## src/rtl/avalon_mon_pkg.sv

```systemverilog
// avalon_mon_pkg: shared mode/error encodings and sizing helpers for the Avalon-MM monitor
package avalon_mon_pkg;
  typedef enum logic [2:0] {
    M_WAITREQ    = 3'd0,
    M_FIXEDWAIT  = 3'd1,
    M_PIPE_VAR   = 3'd2,
    M_PIPE_FIXED = 3'd3,
    M_BURST      = 3'd4
  } avalon_mode_t;
  localparam int NB_ERR = 7;
  typedef enum logic [2:0] {
    E_RW_OVERLAP   = 3'd0,
    E_HOLD         = 3'd1,
    E_SPURIOUS_RDV = 3'd2,
    E_OVERFLOW     = 3'd3,
    E_LATENCY      = 3'd4,
    E_BURST        = 3'd5,
    E_FIXED_WAIT   = 3'd6
  } err_idx_t;
  function automatic int width_of_pending(input int maxpending);
    return $clog2(maxpending + 1);
  endfunction
endpackage

```

## src/rtl/avalon_latency_tracker.sv

```systemverilog
// avalon_latency_tracker: flags any readdatavalid that does not land exactly FIXEDDELAY cycles after its read
module avalon_latency_tracker #(
  parameter int FIXEDDELAY = 2
) (
  input  logic clk,
  input  logic rst,
  input  logic load_i,
  input  logic rdv_i,
  output logic err_o
);
  logic [FIXEDDELAY-1:0] sr_q;
  always_ff @(posedge clk or negedge rst) begin
    if (!rst) sr_q <= '0;
    else      sr_q <= (sr_q << 1) | FIXEDDELAY'(load_i);
  end
  assign err_o = rdv_i != sr_q[FIXEDDELAY-1];
endmodule

```

## src/rtl/avalon_protocol_monitor.sv

```systemverilog
// avalon_protocol_monitor: passive Avalon-MM link checker with sticky error flags and counters
// Modes: 0 waitrequest, 1 fixed wait, 2 pipelined variable, 3 pipelined fixed, 4 burst.
module avalon_protocol_monitor
  import avalon_mon_pkg::*;
#(
  parameter int AVALONMODE  = 0,
  parameter int NBDATABYTES = 2,
  parameter int NBADDRBITS  = 8,
  parameter int READDELAY   = 1,
  parameter int WRITEDELAY  = 2,
  parameter int FIXEDDELAY  = 2,
  parameter int MAXPENDING  = 8,
  parameter int MAXBURST    = 16
) (
  input  logic                                    clk,
  input  logic                                    rst,
  input  logic [NBADDRBITS-1:0]                   address,
  input  logic [NBDATABYTES-1:0]                  byteenable,
  input  logic [8*NBDATABYTES-1:0]                writedata,
  input  logic [8*NBDATABYTES-1:0]                readdata,
  input  logic                                    read,
  input  logic                                    write,
  input  logic                                    waitrequest,
  input  logic                                    readdatavalid,
  input  logic                                    beginbursttransfer,
  input  logic [7:0]                              burstcount,
  input  logic                                    clr,
  output logic [NB_ERR-1:0]                       err_flags,
  output logic                                    err_valid,
  output logic [2:0]                              err_first,
  output logic [15:0]                             err_count,
  output logic [15:0]                             txn_count,
  output logic [width_of_pending(MAXPENDING)-1:0] rd_pending
);
  localparam int PW       = width_of_pending(MAXPENDING);
  localparam bit FW_EN    = AVALONMODE == int'(M_FIXEDWAIT);
  localparam bit HOLD_EN  = !FW_EN;
  localparam bit PEND_EN  = AVALONMODE >= int'(M_PIPE_VAR);
  localparam bit LAT_EN   = AVALONMODE == int'(M_PIPE_FIXED);
  localparam bit BURST_EN = AVALONMODE == int'(M_BURST);
  logic cmd, accept, rd_acc, wr_acc, first_cycle, rdv_eff, unused_readdata;
  logic e_rw, e_hold, e_spur, e_ovf, e_lat, e_burst, e_fw;
  logic [NB_ERR-1:0] e, flags_q, flags_d;
  logic [2:0] first_q, first_d, lowest;
  logic [15:0] ecnt_q, ecnt_d, ecnt_base, txn_q, txn_d;
  logic [NBADDRBITS-1:0] addr_q, baddr_q;
  logic [NBDATABYTES-1:0] be_q;
  logic [8*NBDATABYTES-1:0] wd_q;
  logic [7:0] bc_q, bbc_q, beats_q, beats_d, win_q, win_d, win_cnt;
  logic rd_q, wr_q, stall_q;
  logic [PW-1:0] pend_q, pend_d;
  logic [8:0] n;
  logic [9:0] tot;
  assign unused_readdata = ^readdata;
  assign cmd = read | write;
  // Fixed-wait window: remaining cycles including the current one, started on a rising command.
  assign win_cnt = win_q != 8'd0 ? win_q : read && !rd_q ? 8'(READDELAY + 1) : write && !wr_q ? 8'(WRITEDELAY + 1) : 8'd0;
  assign e_fw = FW_EN && win_q != 8'd0 && (read != rd_q || write != wr_q || address != addr_q || byteenable != be_q);
  assign win_d = !FW_EN || e_fw || win_cnt == 8'd0 ? 8'd0 : win_cnt - 8'd1;
  assign accept = FW_EN ? (win_cnt == 8'd1 && cmd && !e_fw) : (cmd && !waitrequest);
  assign rd_acc = accept && read;
  assign wr_acc = accept && write;
  assign n = PEND_EN && rd_acc ? (BURST_EN ? {1'b0, burstcount} : 9'd1) : 9'd0;
  assign rdv_eff = PEND_EN && readdatavalid && pend_q != '0;
  assign tot = 10'(pend_q) + 10'(n) - 10'(rdv_eff);
  assign pend_d = tot > 10'(MAXPENDING) ? PW'(MAXPENDING) : PW'(tot);
  assign beats_d = !BURST_EN || !wr_acc ? beats_q : beats_q != 8'd0 ? beats_q - 8'd1 : burstcount != 8'd0 ? burstcount - 8'd1 : 8'd0;
  assign first_cycle = cmd && !stall_q && beats_q == 8'd0;
  assign e_rw = read && write;
  assign e_hold = HOLD_EN && stall_q && (address != addr_q || byteenable != be_q || read != rd_q || write != wr_q || writedata != wd_q || burstcount != bc_q);
  assign e_spur = PEND_EN && readdatavalid && pend_q == '0;
  assign e_ovf = PEND_EN && tot > 10'(MAXPENDING);
  assign e_burst = BURST_EN && ((accept && (burstcount == 8'd0 || burstcount > 8'(MAXBURST))) || (beginbursttransfer && !first_cycle) || (beats_q != 8'd0 && (read || (write && (address != baddr_q || burstcount != bbc_q)))));
  generate
    if (LAT_EN) begin : g_lat
      avalon_latency_tracker #(.FIXEDDELAY(FIXEDDELAY)) u_lat (
        .clk    (clk),
        .rst    (rst),
        .load_i (rd_acc),
        .rdv_i  (readdatavalid),
        .err_o  (e_lat)
      );
    end else begin : g_nolat
      assign e_lat = 1'b0;
    end
  endgenerate
  assign e = {e_fw, e_burst, e_lat, e_ovf, e_spur, e_hold, e_rw};
  always_comb begin
    lowest = 3'd0;
    for (int i = NB_ERR - 1; i >= 0; i--) lowest = e[i] ? 3'(i) : lowest;
  end
  // A clear in the same cycle as an error wipes the old state first, then records the new error.
  assign flags_d = (clr ? '0 : flags_q) | e;
  assign first_d = (clr || flags_q == '0) && e != '0 ? lowest : clr ? 3'd0 : first_q;
  assign ecnt_base = clr ? 16'd0 : ecnt_q;
  assign ecnt_d = ecnt_base + 16'(e != '0 && ecnt_base != 16'hFFFF);
  assign txn_d = (clr ? 16'd0 : txn_q) + 16'(accept);
  always_ff @(posedge clk or negedge rst) begin
    if (!rst) begin
      flags_q <= '0;
      first_q <= '0;
      ecnt_q  <= '0;
      txn_q   <= '0;
      pend_q  <= '0;
      beats_q <= '0;
      win_q   <= '0;
      addr_q  <= '0;
      baddr_q <= '0;
      be_q    <= '0;
      wd_q    <= '0;
      bc_q    <= '0;
      bbc_q   <= '0;
      rd_q    <= 1'b0;
      wr_q    <= 1'b0;
      stall_q <= 1'b0;
    end else begin
      flags_q <= flags_d;
      first_q <= first_d;
      ecnt_q  <= ecnt_d;
      txn_q   <= txn_d;
      pend_q  <= pend_d;
      beats_q <= beats_d;
      win_q   <= win_d;
      addr_q  <= address;
      be_q    <= byteenable;
      wd_q    <= writedata;
      bc_q    <= burstcount;
      rd_q    <= read;
      wr_q    <= write;
      stall_q <= cmd && waitrequest;
      if (BURST_EN && wr_acc && beats_q == 8'd0) begin
        baddr_q <= address;
        bbc_q   <= burstcount;
      end
    end
  end
  assign err_flags  = flags_q;
  assign err_valid  = |flags_q;
  assign err_first  = first_q;
  assign err_count  = ecnt_q;
  assign txn_count  = txn_q;
  assign rd_pending = pend_q;
endmodule
```

## config.mk

```make
export PLATFORM = sky130hd
export DESIGN_NAME = avalon_protocol_monitor
export DESIGN_NICKNAME = d
export VERILOG_FILES = /design/src/rtl/avalon_mon_pkg.sv /design/src/rtl/avalon_latency_tracker.sv /design/src/rtl/avalon_protocol_monitor.sv
export SDC_FILE = /design/constraint.sdc
export NUM_CORES = 1
export LEC_CHECK = 0
export ABC_AREA = 1
export BUFFER_PORTS_ARGS = -buffer_cell sky130_fd_sc_hd__clkbuf_2
export CORE_MARGIN = 2
export CORE_UTILIZATION = 46
export DETAILED_ROUTE_END_ITERATION = 12
export PLACE_DENSITY = 0.76
export SLEW_MARGIN = 20
export SYNTH_ARGS = -nofsm -noshare
export SYNTH_HDL_FRONTEND = slang
export SYNTH_HIERARCHICAL = 1
export SYNTH_SLANG_ARGS = --single-unit
```

## constraint.sdc

```tcl
create_clock -name clk -period 2.4 [get_ports clk]
set_input_delay 0.48 -clock clk [delete_from_list [all_inputs] [get_ports clk]]
set_output_delay 0.48 -clock clk [all_outputs]
set_load 0.03 [all_outputs]
```

==> results.toml, run 1 <==
[yosys]
synthSimpleGateAreaFrac = 0.2139
synth-adder-area-share = 0.01520
synth_area_per_cell_um2 = 9.250
synthMuxAreaShare = 0
ys_ff_latch = 72
synth_cell_types = 27
synth_xor_area_frac = 0.1223
synth_warnings = 6
async_flop_share = 1.000
synth_edf_count = 0
ys_seq_area_frac = 0.5471
synth_top_flop_cell = "dfrtp_1"
synth_top_family_by_area = "simple AND/OR/NAND/NOR gates"
netlist_area_um2 = 3293
synth_compound_area_frac = 0.01178
syn_inst = 356

[timing]
final.setup.tns_ns = 0
finalHoldViolations = 0
clock.fmax_mhz = 424.4
rsz0062_at_grt = "true"
setup_ws_ns = 0.04361
whs_ns = 0.1042
worstMarginPinSlew_ns = 0.5167
skew_ns = 0.009904
period_needed_ns = 2.356
fin_crit_sh = 0.9818
setup_viol = 0
timing.slew.headroom = 0.6555
slew_viol_final = 0

[finish]
syn_to_final_growth_pct = 33.62
fin_cells = 583
final_core_util = 0.6406
diodes = 0
postLayoutCellArea_um2 = 4400
drive_gt1_frac = 0.3634
nets = 544

[drt]
drtAntennaViolNets = 0
wl_per_cell_um = 11.70
first_pass_iters = 4
drt_iter0_markers = 96
drc = 0
dr_total_vias = 2592
vias_per_cell = 4.446
wl_mm = 6.821

[die]
die_x_um = 88.61
fp.coreArea_um2 = 6869
rows = 30
io_pins = 105
dieHeight_um = 88.61
die_area_um2 = 7852
start_util = 0.4794

[cts]
clock-root-buffer = "clkbuf_8"
clock-sinks = 72
path_clk_slew_ns = 0.08
cts_buffers = 9
cts_buffer_depth = 2
cts_tree = "done"
htreeDepth = 3
clkLatencyLatePin_ns = 0.34

[critical_path]
critPathMaxFanout = 2
crit_type = "reg -> reg"
endpoint_kind = "flip-flop"
r2r_setup_slack_ns = 0.04
r2r-start = "bc_q[1]$_DFF_PN0_"
cp_data_arrival_time_ns = 2.59
r2r.worst_path.cells = 17
crit_path_start_kind = "flip-flop"
required_ns = 2.63
r2r_end = "err_count[12]$_DFF_PN0_"

[grt]
grt_max_degree = 52
grt_usage = 0.1935
overflow = 0
grt_use_met2 = 0.3240
antenna_found_initial = 0
grt_busiest_layer = "met2"
grt_util_met1 = 0.2319
grt_pass1_vias = 2712
use_met3 = 0.02985
grt_pass1_wl_mm = 11.54

[pwr]
p_per_area_nw_per_um2 = 583.9
leakagePower_nw = 2.247
ir_worst_vdd_v = 0.0003774
total_power_mw = 2.570

[placement]
dpl_cell_area_um2 = 3954
portBuffers = 75
dp_hpwl_mm = 4.854
post-place-cells = 549
preCtsSetupSlack_ns = -0.2665
gp_congestion = 0.7873

[job]
cap_violations = 0

[min_path]
hold_path_class = "in -> async"

[status]
status = "finished clean"
-- report_power, final --
group	internal [mW]	switching, mW	total [mW]	leakage [nW]
logic	0.127	0.196	0.322	1.24
registers	1.26	0.0286	1.29	0.909
clock network	0.507	0.450	0.957	0.0993
total	1.90	0.674	2.57	2.25
-- Yosys cell counts, drive strengths merged (2+ instances only) --
| cell type | count | area, µm² |
|---|---|---|
| nand2 | 91 | 346.6 |
| dfrtp | 72 | 1802 |
| inv | 50 | 187.7 |
| nor2 | 41 | 178.9 |
| xnor2 | 29 | 254.0 |
| xor2 | 17 | 148.9 |
| buf | 13 | 95.09 |
| nand3 | 12 | 60.06 |
| nand4 | 10 | 62.56 |
| ha | 4 | 50.05 |
| a21oi | 3 | 15.01 |
| nor3 | 3 | 25.02 |
| or2 | 3 | 18.77 |
| a22oi | 2 | 15.01 |
-- flip-flops by register name (all words and copies together), names as in the netlist --
signal / cells
stall_q: 1
err_first: 1
bc_q: 8
rd_q: 1
addr_q: 8
wd_q: 16
err_count: 16
wr_q: 1
txn_count: 16
err_flags: 2
be_q: 2
-- worst max-delay path by stage --
| stage | to | cells after the start | slack [ns] | startpoint |
|---|---|---|---|---|
| after floorplan | err_count[12]$_DFF_PN0_ | 17 | 0.02 | clr |
| after global placement | err_count[12]$_DFF_PN0_ | 18 | -0.22 | burstcount[1] |
| after detailed placement | err_count[12]$_DFF_PN0_ | 18 | -0.27 | burstcount[1] |
| after CTS | err_count[12]$_DFF_PN0_ | 17 | 0.005 | bc_q[1]$_DFF_PN0_ |
| after global routing | err_count[12]$_DFF_PN0_ | 18 | -0.12 | wd_q[2]$_DFF_PN0_ |
| final | err_count[12]$_DFF_PN0_ | 17 | 0.04 | bc_q[1]$_DFF_PN0_ |
-- layout make-up --
class,count,area (µm²)
fill,580,2469
clock inverter,5,56.30
timing repair buffer,119,721.9
inverter,51,192.7
clock buffer,11,141.4
sequential,72,1802
tap,96,120.1
multi-input combinational,229,1366
-- cells by family (layout without fill, tap and decap cells) --
group	count (synthesis)	in the layout
DFF	72	72
buffers and inverters	65	186
AOI/OAI and AO/OA	6	6
adders and majority gates	4	4
xor gates and xnor gates	46	46
other	1	11
and+or+nand+nor	162	162
-- critical path, stage by stage (launching register included) --
cell and delay (ns):
dfrtp_1 0.39, or2_4 0.25, a21oi_2 0.11, nand3_1 0.10
nor2_2 0.12, nand3_1 0.14, nand2_2 0.11, nand2_2 0.06
and2_4 0.15, ha_4 0.16, ha_4 0.16, nand2_4 0.07
nor2_4 0.03, nand4_1 0.11, nor2_2 0.06, nand2_2 0.07
nor2_2 0.04, xnor2_1 0.11
-- layer usage --
metal / wire length [µm] / vias up
li1: - / 1314
met1: 2922 / 1192
met2: 3429 / 68
met3: 239 / 18
met4: 229 / 0
met5: 0 / -
-- timing repair --
item,4_1_cts,5_1_grt
pin swaps,4,14
gates resized for setup,4,23
setup endpoints to repair,3,14
setup buffers,23,2
hold buffers,0,0
-- placed cells by master, fill, tap and decap left out, types with 2 or more instances in the layout --
cell       n
conb_1    11
clkbuf_8  10
nor3_4     2
a22oi_2    2
nor2_1    28
a21oi_1    2
nand4_1   10
dfrtp_1   72
ha_4       2
nor2_2    10
inv_1     45
buf_4     42
clkinv_2   3
nor2_4     3
xor2_1    16
ha_1       2
nand2_2    8
xnor2_1   29
nand3_1    9
nand3_2    3
clkbuf_2  74
nand2_1   82
inv_2      5
Note: power is estimated with default switching activity, not from simulation.
==> inputs of run 2 (changes only) <==
--- a/config.mk
+++ b/config.mk
@@ -5,10 +5,9 @@
 export SDC_FILE = /design/constraint.sdc
 export NUM_CORES = 1
 export LEC_CHECK = 0
-export ABC_AREA = 1
 export BUFFER_PORTS_ARGS = -buffer_cell sky130_fd_sc_hd__clkbuf_2
 export CORE_MARGIN = 2
-export CORE_UTILIZATION = 46
+export CORE_UTILIZATION = 45
 export DETAILED_ROUTE_END_ITERATION = 12
 export PLACE_DENSITY = 0.76
 export SLEW_MARGIN = 20
==> run 2 against run 1 <==
Compared with the run above: the run now ends with setup timing left; worst hold slack improved by 0.020 ns; wire length down 3.5%; sequential power about the same; synthesized cell count decreased by 26%; global-route usage fell by 0.52 points; die area shrank 4.6%; cell count fell by 18%; final area decreased by 6.0%; first-iteration DRC count is 29% lower; combinational power is 9.0% lower; fmax is 5.0% lower; critical endpoint is now err_count[14]$_DFF_PN0_; largest cell class unchanged; sequential cell count is the same; largest power group unchanged.
==> results.toml, run 2 <==
[cts]
htreeDepth = 3
clock-root-buffer = "clkbuf_8"
cts_buffers = 9
clkLatencyLatePin_ns = 0.34
path_clk_slew_ns = 0.08
clock-sinks = 72
cts_buffer_depth = 2
cts_hold_buf = 0
cts_tree = "done"

[critical_path]
crit_type = "reg -> reg"
required_ns = 2.67
endpoint_kind = "flip-flop"
critPathMaxFanout = 5
crit_path_start_kind = "flip-flop"
cp_data_arrival_time_ns = 2.75

[yosys]
ys_ff_latch = 72
synth_top_flop_cell = "dfrtp_1"
netlist_area_um2 = 3067
synth_warnings = 6
ys_seq_area_frac = 0.5875
yosys.area.top_type = "dfrtp_1"
yosysMostFrequentCell = "dfrtp_1"
synthTopCellsByCount = "dfrtp_1 (72), xor2_1 (42), nor2_1 (19), nand2_1 (18), xnor2_1 (16)"
synth_edf_count = 0
synth_top_area_frac = 0.5875
synth_area_per_cell_um2 = 11.66
syn_inst = 263
async_flop_share = 1.000
synth_cell_types = 31
synth_area_leaders = "dfrtp_1 (59%), xor2_1 (12%), xnor2_1 (4.6%)"

[pwr]
leakagePower_nw = 1.997
ir_worst_vdd_v = 0.0002817
p_per_area_nw_per_um2 = 605.6

[finish]
multiInputGateArea_um2 = 1286
drive_gt1_frac = 0.3939
postLayoutCellArea_um2 = 4136
n_fill_cell = 558
syn_to_final_growth_pct = 34.88
final_cell_mix = "clkbuf_2 (74), dfrtp_1 (69), buf_4 (45), xor2_1 (42), nor2_1 (19)"
final-seq-area_um2 = 1805
nets = 453
final_common_cell = "clkbuf_2"
diodes = 0

[job]
cap_violations = 0

[die]
fp.coreArea_um2 = 6681
start_util = 0.4590
die_area_um2 = 7491
rows = 30
io_pins = 105
die_x_um = 86.55
dieHeight_um = 86.55

[placement]
portBuffers = 75
gp_congestion = 0.7959
dpl_cell_area_um2 = 3844
dp_hpwl_mm = 4.838

[drt]
wl_per_cell_um = 13.82
vias_per_cell = 4.851
dr_total_vias = 2309
drt_iter0_markers = 68
drc = 0
wl_mm = 6.579
drtAntennaViolNets = 0
first_pass_iters = 4

[timing]
final.setup.tns_ns = -0.2337
slew_viol_final = 0
clock.fmax_mhz = 403.2
timing.slew.headroom = 0.6248
whs_ns = 0.1239
period_needed_ns = 2.480
setup_ws_ns = -0.08030
finalHoldViolations = 0
rsz0062_at_grt = "true"
skew_ns = 0.007824
worstMarginPinSlew_ns = 0.5628
setup_viol = 6
fin_crit_sh = 1.033

[min_path]
hold_path_class = "in -> async"

[grt]
antenna_found_initial = 0
overflow = 0
grt_pass1_wl_mm = 10.98
grt_pass1_vias = 2362
grt_max_degree = 38
grt_usage = 0.1883

[status]
status = "finished with violations"
violations = "setup timing"
## run 2: power by group
part / switching, mW / leakage, nW / internal (mW)
registers: 0.0285 / 0.904 / 1.26
logic: 0.180 / 1.01 / 0.114
clock network: 0.442 / 0.0856 / 0.479
total: 0.650 / 2.00 / 1.85
## run 2: cell type report
class	count	share of cell area
sequential	72	0.4365
multi-input combinational	183	0.3109
timing repair buffer	122	0.1800
clock buffer	11	0.03176
tap	80	0.02420
clock inverter	5	0.01391
inverter	3	0.002722
## run 2: path summary, 6_finish.rpt
kind | start | end | slack, ns | cells past startpoint
hold reg to reg | err_flags[1]$_DFF_PN0_ | err_flags[1]$_DFF_PN0_ | 0.55 | 1
max in group asynchronous | rst | err_count[5]$_DFF_PN0_ | 1.66 | 2
hold / removal | rst | addr_q[2]$_DFF_PN0_ | 0.12 | 1
setup reg to reg | bc_q[5]$_DFF_PN0_ | err_count[14]$_DFF_PN0_ | -0.08 | 11
setup / recovery | bc_q[5]$_DFF_PN0_ | err_count[14]$_DFF_PN0_ | -0.08 | 11
min in group clk | writedata[8] | wd_q[8]$_DFF_PN0_ | 0.27 | 1
## run 2: kinds of logic (layout without fill, tap and decap cells)
| group | Yosys count | after routing | share of synthesized area |
|---|---|---|---|
| other | 1 | 11 | 0.001223 |
| buffers and inverters | 18 | 141 | 0.03590 |
| adder cells (fa/ha/maj) | 4 | 4 | 0.01632 |
| XOR/XNOR | 58 | 58 | 0.1656 |
| flip-flops | 72 | 72 | 0.5875 |
| AO/OA/AOI/OAI | 19 | 19 | 0.03550 |
| AND/OR/NAND/NOR | 91 | 91 | 0.1579 |
## run 2: metrics by stage
step	power (mW)	std cells	util	setup slack [ns]
2_1_floorplan	1.466	273	-	-0.007637
3_3_place_gp	1.591	457	0.5753	-0.5358
3_5_place_dp	1.601	457	0.5753	-0.6600
4_1_cts	2.539	476	0.6157	-0.07644
5_1_grt	2.628	476	0.6191	-0.2292
6_report	2.505	476	0.6191	-0.08030
## run 2: routing by layer
metal,share of wire,wire (µm),track usage,vias to the layer above
li1,-,-,-,1118
met1,0.45,2989,0.2484,1124
met2,0.48,3180,0.3077,58
met3,0.049,322,0.03524,9
met4,0.013,87,0.07528,0
met5,0,0,0,-
## run 2: worst max-delay path, stage by stage, from the launching register on
cell and delay (ns):
dfrtp_1 0.38, xor2_1 0.19, nor4_2 0.08, nand4_1 0.15
nor4_4 0.06, a211oi_2 0.22, ha_2 0.25, ha_4 0.14
and3_4 0.19, nand4_1 0.19, or3_1 0.41, a21oi_1 0.14
## run 2: what timing repair did
item / in CTS / in global routing
gates resized for setup: 11 / 3
endpoints found under the setup margin: 14 / 13
cloned: 0 / 0
setup buffers: 3 / 2
pin swaps: 20 / 2
==> inputs of run 3 (changes only) <==
--- a/config.mk
+++ b/config.mk
@@ -9,7 +9,7 @@
 export CORE_MARGIN = 2
 export CORE_UTILIZATION = 45
 export DETAILED_ROUTE_END_ITERATION = 12
-export PLACE_DENSITY = 0.76
+export PLACE_DENSITY = 0.8
 export SLEW_MARGIN = 20
 export SYNTH_ARGS = -nofsm -noshare
 export SYNTH_HDL_FRONTEND = slang
==> run 3 against run 2 <==
Compared with the run above: the run still ends with setup timing left; non-clock buffer count decreased by 4; worst hold slack improved by 0.024 ns; core utilization unchanged; worst setup slack got worse by 0.047 ns; cell count decreased by 0.84%; critical path type unchanged; highest routed layer unchanged.
==> results.toml, run 3 (synthesized netlist as in run 2, its figures left out) <==
[drt]
vias_per_cell = 4.858
drt_iter0_markers = 67
wl_per_cell_um = 13.52
drc = 0
dr_total_vias = 2293
wl_mm = 6.380
drtAntennaViolNets = 0
first_pass_iters = 4

[die]
rows = 30
die_area_um2 = 7491
dieHeight_um = 86.55
die_x_um = 86.55
start_util = 0.4590
fp.coreArea_um2 = 6681
io_pins = 105

[finish]
nets = 449
drive_gt1_frac = 0.4082
final_common_cell = "clkbuf_2"
final_cell_mix = "clkbuf_2 (74), dfrtp_1 (69), xor2_1 (42), buf_4 (42), nor2_1 (19)"
fin_cells = 472
syn_to_final_growth_pct = 34.88
n_fill_cell = 570
diodes = 0

[job]
cap_violations = 0

[timing]
setup_viol = 10
period_needed_ns = 2.527
setup_ws_ns = -0.1272
clock.fmax_mhz = 395.7
slew_viol_final = 0
finalHoldViolations = 0
worstMarginPinSlew_ns = 0.5624
fin_crit_sh = 1.053
timing.slew.headroom = 0.6251
skew_ns = 0.008696
whs_ns = 0.1478
rsz0062_at_grt = "true"

[critical_path]
crit_path_end = "err_count[12]$_DFF_PN0_"
path_common_cell = "nand4_1"
crit_path_start = "bc_q[7]$_DFF_PN0_"
slowest_delay_ns = 0.37
cp_cell_sequence = "xor2_1 > nor4_2 > nand4_1 > nor4_4 > a211oi_2 > ha_2 > ha_4 > and3_4 > nand4_1 > or3_1 > a21oi_2"
crit_path_start_kind = "flip-flop"
crit_type = "reg -> reg"
r2r.worst_path.cells = 11
r2r-start = "bc_q[7]$_DFF_PN0_"
endpoint_kind = "flip-flop"
required_ns = 2.61
slowest_stage = "dfrtp_1"
r2r_end = "err_count[12]$_DFF_PN0_"
cp_data_arrival_time_ns = 2.74
r2r_setup_slack_ns = -0.13
critPathMaxFanout = 5

[cts]
cts_hold_buf = 0
cts_buffers = 9
clock-root-buffer = "clkbuf_8"
cts_tree = "done"
clock-sinks = 72
path_clk_slew_ns = 0.07
htreeDepth = 3
clkLatencyLatePin_ns = 0.33
cts_buffer_depth = 2

[grt]
antenna_found_initial = 0
grt_util_met1 = 0.2304
grt_max_degree = 44
grt_busiest_layer = "met2"
grt_pass1_vias = 2422
grt_pass1_wl_mm = 10.76
use_met3 = 0.05524
overflow = 0
grt_usage = 0.1852
grt_use_met2 = 0.3077

[placement]
gp_congestion = 0.7732
preCtsSetupSlack_ns = -0.5528
post-place-cells = 454
portBuffers = 75
dp_hpwl_mm = 4.778

[status]
status = "finished with violations"
violations = "setup timing"

[pwr]
leakagePower_nw = 2.024
ir_worst_vdd_v = 0.0003721
total_power_mw = 2.446
p_per_area_nw_per_um2 = 591.3

[min_path]
hold_path_class = "in -> async"
run 3: timing repair:
item | 4_1_cts | 5_1_grt
endpoints found under the setup margin | 13 | 13
gates resized for setup | 12 | 12
endpoints found under the hold margin | 0 | 0
pin swaps | 29 | 20
buffers inserted | 3 | 2
run 3: worst max-delay path: cells and delay by family (launching register included):
family          cells  cell delay, ns
simple gates        6            1.31
fa+ha+maj           2            0.39
flops               1            0.37
compound gates      2            0.17
xor+xnor            1            0.15
run 3: stage by stage:
step | area [µm²] | util | TNS [ns]
global route | 4136 | 0.6191 | -2.085
global placement | 3824 | 0.5723 | -5.659
finish | 4136 | 0.6191 | -0.5641
floorplan | 3124 | - | -0.007637
detailed placement | 3824 | 0.5723 | -6.300
CTS | 4083 | 0.6110 | -0.3531
run 3: worst min-delay path by stage:
stage / depth (start not counted) / slack [ns] / endpoint / startpoint
2_1_floorplan: 0 / 0.18 / addr_q[0]$_DFF_PN0_ / rst
3_3_place_gp: 1 / 0.50 / err_flags[1]$_DFF_PN0_ / err_flags[1]$_DFF_PN0_
3_5_place_dp: 1 / 0.51 / err_count[12]$_DFF_PN0_ / rst
4_1_cts: 1 / 0.15 / err_count[10]$_DFF_PN0_ / rst
5_1_grt: 1 / 0.17 / err_count[10]$_DFF_PN0_ / rst
6_report: 1 / 0.15 / err_count[11]$_DFF_PN0_ / rst
run 3: report_power, final:
group | leakage, nW | internal, mW | switching, mW
logic | 1.02 | 0.112 | 0.176
registers | 0.904 | 1.26 | 0.0299
clock network | 0.0992 | 0.456 | 0.410
run 3: cell type report:
class                           count  area (µm²)  share of cell area
Sequential cell                    72        1805              0.4365
Multi-Input combinational cell    183        1319              0.3188
Timing Repair Buffer              118       716.9              0.1733
Clock buffer                       13       168.9             0.04083
Tap cell                           80       100.1             0.02420
Clock inverter                      3       15.01            0.003630
Inverter                            3       11.26            0.002722
run 3: layer usage:
metal  wire [µm]  part of all wire  vias to the layer above
li1            -                 -                     1117
met1        2740              0.43                     1112
met2        3185              0.50                       60
met3         398             0.062                        4
met4          55            0.0086                        0
met5           0                 0                        -
